## src/rtl/spi_deserializer.sv

```systemverilog
// spi_deserializer: oversampling SPI mode-0 receiver with valid/read handshake,
// overrun and framing-error reporting.
module spi_deserializer #(
    parameter int DATA_SIZE = 32,
    parameter bit MSB_FIRST = 1'b0
) (
    input  logic                 i_Clock,
    input  logic                 i_Reset,
    input  logic                 i_CS,
    input  logic                 i_SCLK,
    input  logic                 i_MOSI,
    input  logic                 i_Data_Read,
    output logic [DATA_SIZE-1:0] o_Data,
    output logic                 o_Data_Valid,
    output logic                 o_Overrun,
    output logic                 o_Frame_Error,
    output logic                 o_Busy
);
    localparam int CW = $clog2(DATA_SIZE);
    localparam logic [0:0] IDLE  = 1'b0;
    localparam logic [0:0] SHIFT = 1'b1;

    logic [2:0]           cs_q, cs_d, sclk_q, sclk_d;
    logic [1:0]           mosi_q, mosi_d;
    logic [0:0]           state_q, state_d;
    logic [CW-1:0]        cnt_q, cnt_d;
    logic [DATA_SIZE-1:0] shift_q, shift_d, data_q, data_d, word;
    logic                 valid_q, valid_d, overrun_q, overrun_d, frame_err_q, frame_err_d;
    logic                 sclk_rise, cs_rise, shifting, take, done, rd;

    always_comb begin
        cs_d        = {cs_q[1:0], i_CS};
        sclk_d      = {sclk_q[1:0], i_SCLK};
        mosi_d      = {mosi_q[0], i_MOSI};
        sclk_rise   = sclk_q[1] & ~sclk_q[2];
        cs_rise     = cs_q[1] & ~cs_q[2];
        // a SCLK rise coinciding with synced CS high is dropped: CS wins
        shifting    = (state_q == SHIFT) && !cs_q[1];
        take        = shifting && sclk_rise;
        word        = MSB_FIRST ? {shift_q[DATA_SIZE-2:0], mosi_q[1]}
                                : {mosi_q[1], shift_q[DATA_SIZE-1:1]};
        done        = take && (cnt_q == CW'(DATA_SIZE - 1));
        rd          = i_Data_Read && valid_q;
        state_d     = cs_q[1] ? IDLE : SHIFT;
        cnt_d       = shifting ? (take ? cnt_q + 1'b1 : cnt_q) : '0;
        shift_d     = take ? word : shift_q;
        frame_err_d = (state_q == SHIFT) && cs_rise && (cnt_q != '0);
        data_d      = (done && (!valid_q || rd)) ? word : data_q;
        valid_d     = done || (valid_q && !rd);
        overrun_d   = (done && valid_q && !rd) ? 1'b1 : (rd ? 1'b0 : overrun_q);
    end

    always_ff @(posedge i_Clock or posedge i_Reset) begin
        if (i_Reset) begin
            cs_q        <= 3'b111;
            sclk_q      <= '0;
            mosi_q      <= '0;
            state_q     <= IDLE;
            cnt_q       <= '0;
            shift_q     <= '0;
            data_q      <= '0;
            valid_q     <= 1'b0;
            overrun_q   <= 1'b0;
            frame_err_q <= 1'b0;
        end else begin
            cs_q        <= cs_d;
            sclk_q      <= sclk_d;
            mosi_q      <= mosi_d;
            state_q     <= state_d;
            cnt_q       <= cnt_d;
            shift_q     <= shift_d;
            data_q      <= data_d;
            valid_q     <= valid_d;
            overrun_q   <= overrun_d;
            frame_err_q <= frame_err_d;
        end
    end

    assign o_Data        = data_q;
    assign o_Data_Valid  = valid_q;
    assign o_Overrun     = overrun_q;
    assign o_Frame_Error = frame_err_q;
    assign o_Busy        = state_q;
endmodule

```

## config.mk

```make
export PLATFORM = sky130hd
export DESIGN_NAME = spi_deserializer
export DESIGN_NICKNAME = d
export VERILOG_FILES = /design/src/rtl/spi_deserializer.sv
export SDC_FILE = /design/constraint.sdc
export NUM_CORES = 1
export LEC_CHECK = 0
export ABC_AREA = 1
export CAP_MARGIN = 0
export CORE_MARGIN = 8
export CORE_UTILIZATION = 54
export DETAILED_ROUTE_END_ITERATION = 8
export PLACE_DENSITY = 0.79
export SETUP_SLACK_MARGIN = 0.4
export SLEW_MARGIN = 0
export SYNTH_ARGS = -nofsm -noshare
export SYNTH_HDL_FRONTEND = slang
export SYNTH_SLANG_ARGS = --single-unit
```

## constraint.sdc

```tcl
create_clock -name i_Clock -period 3.3 [get_ports i_Clock]
set_input_delay 0.66 -clock i_Clock [delete_from_list [all_inputs] [get_ports i_Clock]]
set_output_delay 0.66 -clock i_Clock [all_outputs]
set_load 0.02 [all_outputs]
```

## Word level (Yosys, flattened, before mapping)

Index checks and enable logic that the tools add are counted.

| storage, ports and cells | value |
|---|---|
| output and inout bits | 36 |
| register bits after elaboration | 81 |
| memory bits (writable) | 0 |
| memories kept | 0 |
| latch bits | 0 |
| bits in read-only memories | 0 |

| operators by class | value |
|---|---|
| $add $sub $neg | 1 |
| shift-type cells | 0 |
| reduce and logical (&&, ||, !) cells | 17 |
| bitwise gates (word level) | 4 |
| mux-type cells | 5 |
| equality and inequality tests | 2 |
| magnitude comparators | 0 |
| div/mod/pow operators | 0 |
| multipliers | 0 |

Operator list:

| cell | number |
|---|---|
| logical AND 1 bit | 10 |
| two-way mux 5 bit | 2 |
| adder 5 x 1 -> 5 bit, second input constant | 1 |
| equality test 5 bit, second input constant | 1 |
| nonzero test 5 bit | 1 |
| logical NOT 1 bit | 3 |
| two-way mux 1 bit | 3 |
| bitwise AND 1 bit | 2 |
| logical OR 1 bit | 2 |
| inequality test 2 x 1 -> 1 bit, second input constant | 1 |
| NOT 1 bit | 2 |
| nonzero test 2 bit | 1 |

## Logic depth before layout (Yosys ltp)

| depth | value |
|---|---|
| depth in word-level cells | 7 |
| mapped depth | 9 |

## Worst setup path after synthesis

No wires, ideal clock.

| path | value |
|---|---|
| path type | register -> register |
| start | reg cnt_q[0] |
| end | reg data_q[31] (netlist: o_Data[31]) |
| path slack | 1.834 ns |
| arrival time | 1.400 ns |
| path buffers | 2 |
| required time | 3.234 ns |
| setup time | 0.066 ns |
| cell stages (with the launch flop) | 9 |
| clock period less this slack | 1.466 ns |
| path through | dfrtp_1 -> ha_1 -> nand2_1 -> nor2_1 -> ha_1 -> buf_2 -> clkbuf_1 -> nand4_1 -> nand2_1 |

| on the way | value |
|---|---|
| longest elaborated chain between the ends | 3 |

Ends and longest elaborated chain:

| item | RTL line | source |
|---|---|---|
| start: declaration | 26 | `logic [CW-1:0] cnt_q, cnt_d;` |
| start signal: assignment | 70 | `cnt_q <= cnt_d;` |
| equality test 5 bit | 42 | `done = take && (cnt_q == CW'(DATA_SIZE - 1));` |
| logical AND 1 bit | 42 |  |
| logical AND 1 bit | 48 | `data_d = (done && (!valid_q \|\| rd)) ? word : data_q;` |
| end signal: assignment | 72 | `data_q <= data_d;` |
| end: declaration | 27 | `logic [DATA_SIZE-1:0] shift_q, shift_d, data_q, data_d, word;` |

Every way passes these cells.
A chain may end at the register's enable or synchronous reset.

## Worst setup path in the final report

| path | value |
|---|---|
| start | reg cnt_q[0] |
| end | reg data_q[29] (netlist: o_Data[29]) |

The elaborated chain is that of the path after synthesis.

==> flow_metrics.tcl <==
set metrics [dict create \
    status "completed" \
    vias 2315 \
    hold_path_class "reg -> reg" \
    io_pins 42 \
    viasPerCell 5.214 \
    p_comb_share_pct 3.4 \
    synth_most_common_cell "nand2_1" \
    n_antenna_cell 0 \
    cts_hold_buffers 0 \
    nets 377 \
    crit_top_cell "nand2_1" \
    io_buffer_count 41 \
    grt_max_degree 81 \
    syn-instance-count 332 \
    holdPathStages 0 \
    clockBufferDepth 2 \
    clock_power_share_pct 42.2 \
    fmax_ghz 0.4443 \
    met1_usage_pct 17.87 \
    synth_cell_types 20 \
    start_util_pct 56.34 \
    cap_violations 0 \
    max_slew_margin_pct 55.59 \
    worstPathCellList "ha_1 -> nand2_1 -> nor2_1 -> ha_1 -> buf_4 -> nand3_2 -> nand2_1 -> nand2_1" \
    synth_area_leaders "dfrtp_1 61%, nand2_1 20%, nand4_1 6.4%, dfstp_2 2.5%, buf_2 2.1%" \
    cpMaxStageDelayCell "nand3_2" \
    postCtsSetupRepairBufs 0 \
    gr-usage-met3_pct 3.912 \
    final-hold-violation-count 0 \
    setup_viol 0 \
    clockRootBuffer "clkbuf_8" \
    drive_above_1_share_pct 7.258 \
    sequentialPowerShare_pct 54.5 \
    arrival_ps 2470 \
    worst_slew_pin_slew_ps 665.4 \
    drtIter0Drc 137 \
    ant_nets 0 \
    ctsResizeCount 0 \
    synth-seq-area-share_pct 63.86 \
    synth-edff-count 0 \
    clk_latency_ps 350 \
    grt_pass1_vias 2388 \
    p_total_mw 1.871 \
    synth_top_area_share_pct 61.35 \
    irDropWorstVdd_uv 352.5 \
    async_reset_ff_share_pct 100.0 \
    totalNegativeSetupSlack_ps 0 \
    path_buf_inv 1 \
    cp.depth 8 \
    die_h_um 92.26 \
    grt.met2_usage_pct 25.69 \
    wl_per_cell_um 13.57 \
    drc 0 \
    cp_top_family "simple AND/OR/NAND/NOR gates" \
    ys_seq_elements 80 \
    drt_pre_antenna_iters 4 \
    avgSynthCellArea_um2 9.459 \
    dieWidth_um 92.26 \
    synth.top_cells.by_count "165 x nand2_1, 77 x dfrtp_1, 32 x nand4_1, 13 x buf_2, 11 x inv_1" \
    fin_cells 444 \
    required_ps 3520 \
    die-area_um2 8512 \
    fin_crit_sh_pct 68.21 \
    p_per_area_nw_per_um2 492.6 \
    clkTransAtPathRegs_ps 70 \
    dpl.hpwl_um 3737 \
    yosysTopAreaCell "dfrtp_1" \
    p_sw_share_pct 20.59 \
    grt_overflow 0 \
    grt_pass1_wl_um 10610 \
    synth_ff_type "dfrtp_1" \
    tritoncts "done" \
    p_int_mw 1.486 \
    rr_worst_depth 8 \
    endpoint_kind "flip-flop" \
    dpl.cell_count 429 \
    cts_sinks 80 \
    totalWireLength_um 6027 \
    fp.coreArea_um2 5574 \
    areaGrowthSynthToFinish_pct 20.96 \
    crit_type "reg -> reg" \
    fin_crit_ps 2251 \
    clock_skew_ps 8.760 \
    rsz0062_at_grt "false" \
    worstSetupStartpointType "flip-flop" \
    preCtsSetupSlack_ps 1020 \
    rows 27 \
    syn-num-nets 341 \
    busiest_layer "met2" \
    gp_congestion 0.7515 \
    p_sw_mw 0.3853 \
    maxSlewViolCount 0 \
    antenna_found_initial 0 \
    p_leak_nw 1.994 \
    cts_buffers 9 \
    yosysWarnings 0 \
    critPathMaxStageDelay_ps 600 \
    htreeDepth 3 \
    netlist_area_um2 3141 \
    worst_slack_ps 1049 \
    grt_usage_pct 15.43 \
    critical_path.max_fanout 35 \
]
-- routing by layer --
metal / share of wire (%) / vias up
met1: 44 / 1119
met2: 50 / 50
met4: 1.3 / 0
met3: 4.6 / 8
met5: 0 / -
li1: - / 1138
-- cells by family after synthesis --
family,synth area share [%]
compound gates,1.633
simple gates,28.09
flops,63.86
buf+inv,4.940
fa+ha+maj,1.195
xor+xnor,0.2789
-- power groups by stage --
stage	sequential, mW	clock, mW	combinational [mW]
final	1.02	0.789	0.0629
after global routing	1.02	0.849	0.0727
after CTS	1.02	0.808	0.0650
after detailed placement	1.04	0	0.0649
after global placement	1.04	0	0.0639
after floorplan	1.04	0	0.0427
-- layout make-up --
class	instances	area, µm²
fill	438	1775
clock buffer	12	155.1
multi-input combinational	219	979.7
timing repair buffer	45	452.9
sequential	80	2006
tap	72	90.09
clock inverter	3	65.06
inverter	13	50.05
-- through the flow --
stage / instance area [µm²] / hold WS [ps] / util (%)
2_1_floorplan: 3141 / 331.2 / -
3_3_place_gp: 3578 / 337.2 / 64.20
3_5_place_dp: 3578 / 347.5 / 64.20
4_1_cts: 3799 / 361.5 / 68.15
5_1_grt: 3799 / 368.1 / 68.15
6_report: 3799 / 356.6 / 68.15
-- registers in the layout, indices dropped and copies added, names as in the netlist --
name	flops
o_Data	32
shift_q	31
cnt_q	5
cs_q	3
sclk_q	3
mosi_q	2
o_Busy	1
o_Data_Valid	1
o_Frame_Error	1
o_Overrun	1
-- worst paths after layout --
path | from | endpoint | slack [ps]
setup / recovery | cnt_q[0] | o_Data[29] | 1050
hold / removal | sclk_q[0] | sclk_q[1] | 360
setup reg to reg | cnt_q[0] | o_Data[29] | 1050
hold reg to reg | sclk_q[0] | sclk_q[1] | 360
max in group asynchronous | i_Reset | cs_q[2] | 2240
min in group asynchronous | i_Reset | shift_q[19] | 720
-- worst reg2reg max path: cells and delay by family (launching register included) --
family | cells | cell delay [ps]
buffers and inverters | 1 | 340
AND/OR/NAND/NOR | 5 | 1100
flip-flops | 1 | 370
adder cells (fa/ha/maj) | 2 | 340
-- cells in the final DEF (no fill, tap or decap), drive strengths merged --
master | netlist | routed
nand2 | 166 | 166
dfrtp | 77 | 77
clkdlybuf4s50 | 0 | 41
nand4 | 32 | 32
clkbuf | 5 | 12
inv | 13 | 12
o21ai | 5 | 5
nor2 | 4 | 4
nand3 | 4 | 4
buf | 15 | 4
ha | 3 | 3
dfstp | 3 | 3
clkinv | 0 | 2
o22ai | 2 | 2
bufinv | 0 | 2
a41oi | 1 | 1
a21oi | 1 | 1
xnor2 | 1 | 1
No activity file was read; power rests on OpenSTA's default activity.
==> RTL edit 1: new RTL, same flow settings <==
Make the reset (`i_Reset`) synchronous in one clocked block.
--- a/src/rtl/spi_deserializer.sv
+++ b/src/rtl/spi_deserializer.sv
@@ -50,7 +50,7 @@
         overrun_d   = (done && valid_q && !rd) ? 1'b1 : (rd ? 1'b0 : overrun_q);
     end
 
-    always_ff @(posedge i_Clock or posedge i_Reset) begin
+    always_ff @(posedge i_Clock) begin
         if (i_Reset) begin
             cs_q        <= 3'b111;
             sclk_q      <= '0;
Function: differs if i_Reset is asserted again (counterexample within 4 cycles, from zero or initial values and one cycle with i_Reset high); with i_Reset held inactive, the same outputs for 10 cycles.
==> RTL edit 1 against the unedited design <==
- clock skew fell by 0.0022 ns
- worst setup slack got worse by 0.038 ns
- sequential cell count unchanged
- design area down 3.2%
- area after synthesis decreased by 1.5%
- total power is 3.6% lower
- count of clock-buffer cells in the layout decreased by 1
- routed wire length stayed put
- critical path type unchanged
- largest cell class unchanged
- largest power group unchanged
==> RTL edit 1: results (changes against the unedited design) <==
Non-clk invs=49 (was 13); Setup Skew=0.00659 ns (was 0.00876 ns); Min-Delay Path Depth=2 (was 0); FFs w/ async S/R, synth=0% (was 100%); GR Layer Usage met2=24.7% (was 25.7%); Finished Layout Cells=502 (was 444); area post-placement=0.00346 mm² (was 0.00358 mm²); CP max FO=34 (was 35); reg-to-reg endpoint=o_Data[31] (was o_Data[29]); Post-synth top cells=dfxtp_1 (80), nor2_1 (75), nand2_1 (50), inv_1 (47), a21oi_1 (38) (was nand2_1 (165), dfrtp_1 (77), nand4_1 (32), buf_2 (13), inv_1 (11)); synthesized net count=407 (was 341); seq pwr=971 µW (was 1020 µW); vias in the first global route=2428 (was 2388); static leakage=0.00134 µW (was 0.00199 µW); placer congestion estimate=0.745 (was 0.752); syn avg cell area=7.77 µm² (was 9.46 µm²); Compound-Gate Fraction of Synth Area=11.6% (was 1.63%); routing usage on met3=4.16% (was 3.91%); largest cells by area after synthesis=dfxtp_1 (52%), nor2_1 (9.1%), nand4_1 (6.5%), a21oi_1 (6.1%), nand2_1 (6.1%) (was dfrtp_1 (61%), nand2_1 (20%), nand4_1 (6.4%), dfstp_2 (2.5%), buf_2 (2.1%)); Reg2Reg Depth=9 (was 8); Slew @ Worst Pin=1.03 ns (was 0.665 ns); worst path arrival time=2.57 ns (was 2.47 ns); Layout fillers=480 (was 438); clock group power=785 µW (was 789 µW); Placement Setup Slack=1.00 ns (was 1.02 ns); Hold Path End=sclk_q[1] (unchanged); Met3 Wirelength=330 µm (was 278 µm); outcome=complete, no violations (unchanged); Internal=1430 µW (was 1490 µW); Sequential cell area=0.00160 mm² (was 0.00201 mm²); min-delay src=sclk_q[0] (unchanged); dpl cells=486 (was 429); clk tree area frac=5.99% (was 5.80%)
==> RTL edit 1: cell count changes after synthesis, sizes merged, moves of 2 or more <==
| cell | unedited run | this run |
|---|---|---|
| or2 | 0 | 2 |
| dfrtp | 77 | 0 |
| inv | 13 | 49 |
| a21oi | 1 | 38 |
| buf | 15 | 18 |
| o21ai | 5 | 31 |
| o22ai | 2 | 0 |
| nand2 | 166 | 50 |
| dfstp | 3 | 0 |
| clkbuf | 5 | 11 |
| dfxtp | 0 | 80 |
| nor2 | 4 | 78 |
==> RTL edit 1: worst max path at each step <==
stage | endpoint | slack, ns | cells after the start
after detailed placement | shift_q[15] | 1.00 | 5
after CTS | o_Data[31] | 0.96 | 9
final | o_Data[31] | 1.01 | 9
after floorplan | o_Data[22] | 1.77 | 9
after global routing | o_Data[9] | 0.73 | 9
after global placement | shift_q[16] | 1.09 | 5
==> RTL edit 1: logic make-up after synthesis <==
group / count (synthesis)
simple gates: 166
flops: 80
buf+inv: 78
compound gates: 71
fa+ha+maj: 3
==> RTL edit 2: new RTL, config.mk and constraints unchanged <==
Made on the original files. `MSB_FIRST`: 1'b0 -> 1'b1.
--- a/src/rtl/spi_deserializer.sv
+++ b/src/rtl/spi_deserializer.sv
@@ -2,7 +2,7 @@
 // overrun and framing-error reporting.
 module spi_deserializer #(
     parameter int DATA_SIZE = 32,
-    parameter bit MSB_FIRST = 1'b0
+    parameter bit MSB_FIRST = 1'b1
 ) (
     input  logic                 i_Clock,
     input  logic                 i_Reset,
Function: same outputs for any inputs over 10 cycles, from zero or initial values and one cycle with i_Reset high; that may be too few to reach the edited logic, so the function may still have changed.
==> RTL edit 2 against the unedited design <==
- routed wire length up 1.5%
- count of clock-buffer cells in the layout fell by 1
- core utilization fell by 0.33 points
- synthesized cell count down 4.2%
- area after synthesis fell by 0.60%
- largest cell class unchanged
- design area is 1.1% lower
- sequential cell count unchanged
- worst setup slack improved by 0.22 ns
- total power down 2.1%
==> RTL edit 2: results (changes against the unedited design) <==
CP endpoint=o_Busy (was o_Data[29]); outcome=complete, no violations (unchanged); Post-synth top cells=nand2_1 (109), dfrtp_1 (77), nand4_1 (32), inv_1 (25), o21ai_0 (18) (was nand2_1 (165), dfrtp_1 (77), nand4_1 (32), buf_2 (13), inv_1 (11)); reg-to-reg endpoint=o_Data[1] (was o_Data[29]); Layout fillers=449 (was 438); synth unique cells=22 (was 20); Post-Synth Adder-Cell Area=1.20% (about the same); Reg2Reg Depth=6 (was 8); via density per instance=5.32 (was 5.21); Met3 Wirelength=387 µm (was 278 µm); area post-placement=0.00356 mm² (was 0.00358 mm²); Slowest Stage Delay on Critical Path=0.63 ns (was 0.60 ns); CP top delay family=buffers and inverters (was simple AND/OR/NAND/NOR gates); Slew HR=29.9% (was 55.6%); worst setup path startpoint=o_Busy (was cnt_q[0]); r2r startpoint=sclk_q[2] (was cnt_q[0]); Post-Route WL=6.12 mm (was 6.03 mm); Hold Path End=mosi_q[1] (was sclk_q[1]); min-delay src=mosi_q[0] (was sclk_q[0]); Nets=364 (was 377); Seq/Total Area, Yosys=64.2% (was 63.9%); Setup Skew=0.0105 ns (was 0.00876 ns); HPWL Detailed=3.73 mm (was 3.74 mm); Post-Route M1 WL=2.74 mm (was 2.67 mm); global-route usage over all layers=15.5% (was 15.4%); worst path arrival time=1.37 ns (was 2.47 ns); Max VDD drop=0.298 mV (was 0.353 mV); layout cell share with drive strength beyond 1=7.52% (was 7.26%); xor-xnor portion of the synthesized cell area=0.281% (was 0.279%); Worst path slowest cell=clkdlybuf4s50_1 (was nand3_2); routing usage on met3=4.73% (was 3.91%); metal2 WL=2.91 mm (was 3.00 mm); GR Layer Usage met2=23.8% (was 25.7%); CP max FO=4 (was 35)
-- RTL edit 2: changes by cell type after synthesis --
| cell | before | now |
|---|---|---|
| buf_2 | 13 | 11 |
| clkbuf_1 | 5 | 6 |
| o21ai_0 | 5 | 18 |
| inv_1 | 11 | 25 |
| clkbuf_2 | 0 | 1 |
| o21ai_1 | 0 | 15 |
| nand2_1 | 165 | 109 |
-- RTL edit 2: cell type report --
type                       count  area [µm²]  area share [%]
timing repair buffer          46         448            11.9
tap                           72        90.1            2.40
inverter                      27         103            2.73
sequential                    80        2010            53.4
multi-input combinational    191         910            24.2
clock buffer                  11         131            3.50
clock inverter                 4        70.1            1.86
-- RTL edit 2: per-stage QoR --
stage          util, %  std cells  hold slack [ns]  worst slack, ns  total power (µW)
6_report          67.8        431            0.353             1.27              1830
5_1_grt           67.8        431            0.364             1.23              1910
4_1_cts           67.8        431            0.355             1.25              1850
3_5_place_dp      64.2        416            0.337             1.08              1100
3_3_place_gp      64.2        416            0.333             1.12              1100
2_1_floorplan        -        318            0.331            0.593              1080
-- RTL edit 2: cells by family (layout without fill, tap and decap cells) --
family                     count (synthesis)  count (layout)
and+or+nand+nor                          150             150
DFF                                       80              80
buffers and inverters                     47              88
AOI/OAI and AO/OA                         37              37
adders and majority gates                  3               3
xor gates and xnor gates                   1               1
-- RTL edit 2: power breakdown --
part / total, µW / internal (µW) / switching (µW)
Clock: 752 / 420 / 331
Sequential: 1020 / 1000 / 12.9
Combinational: 64.3 / 19.8 / 44.5
Total: 1830 / 1440 / 389
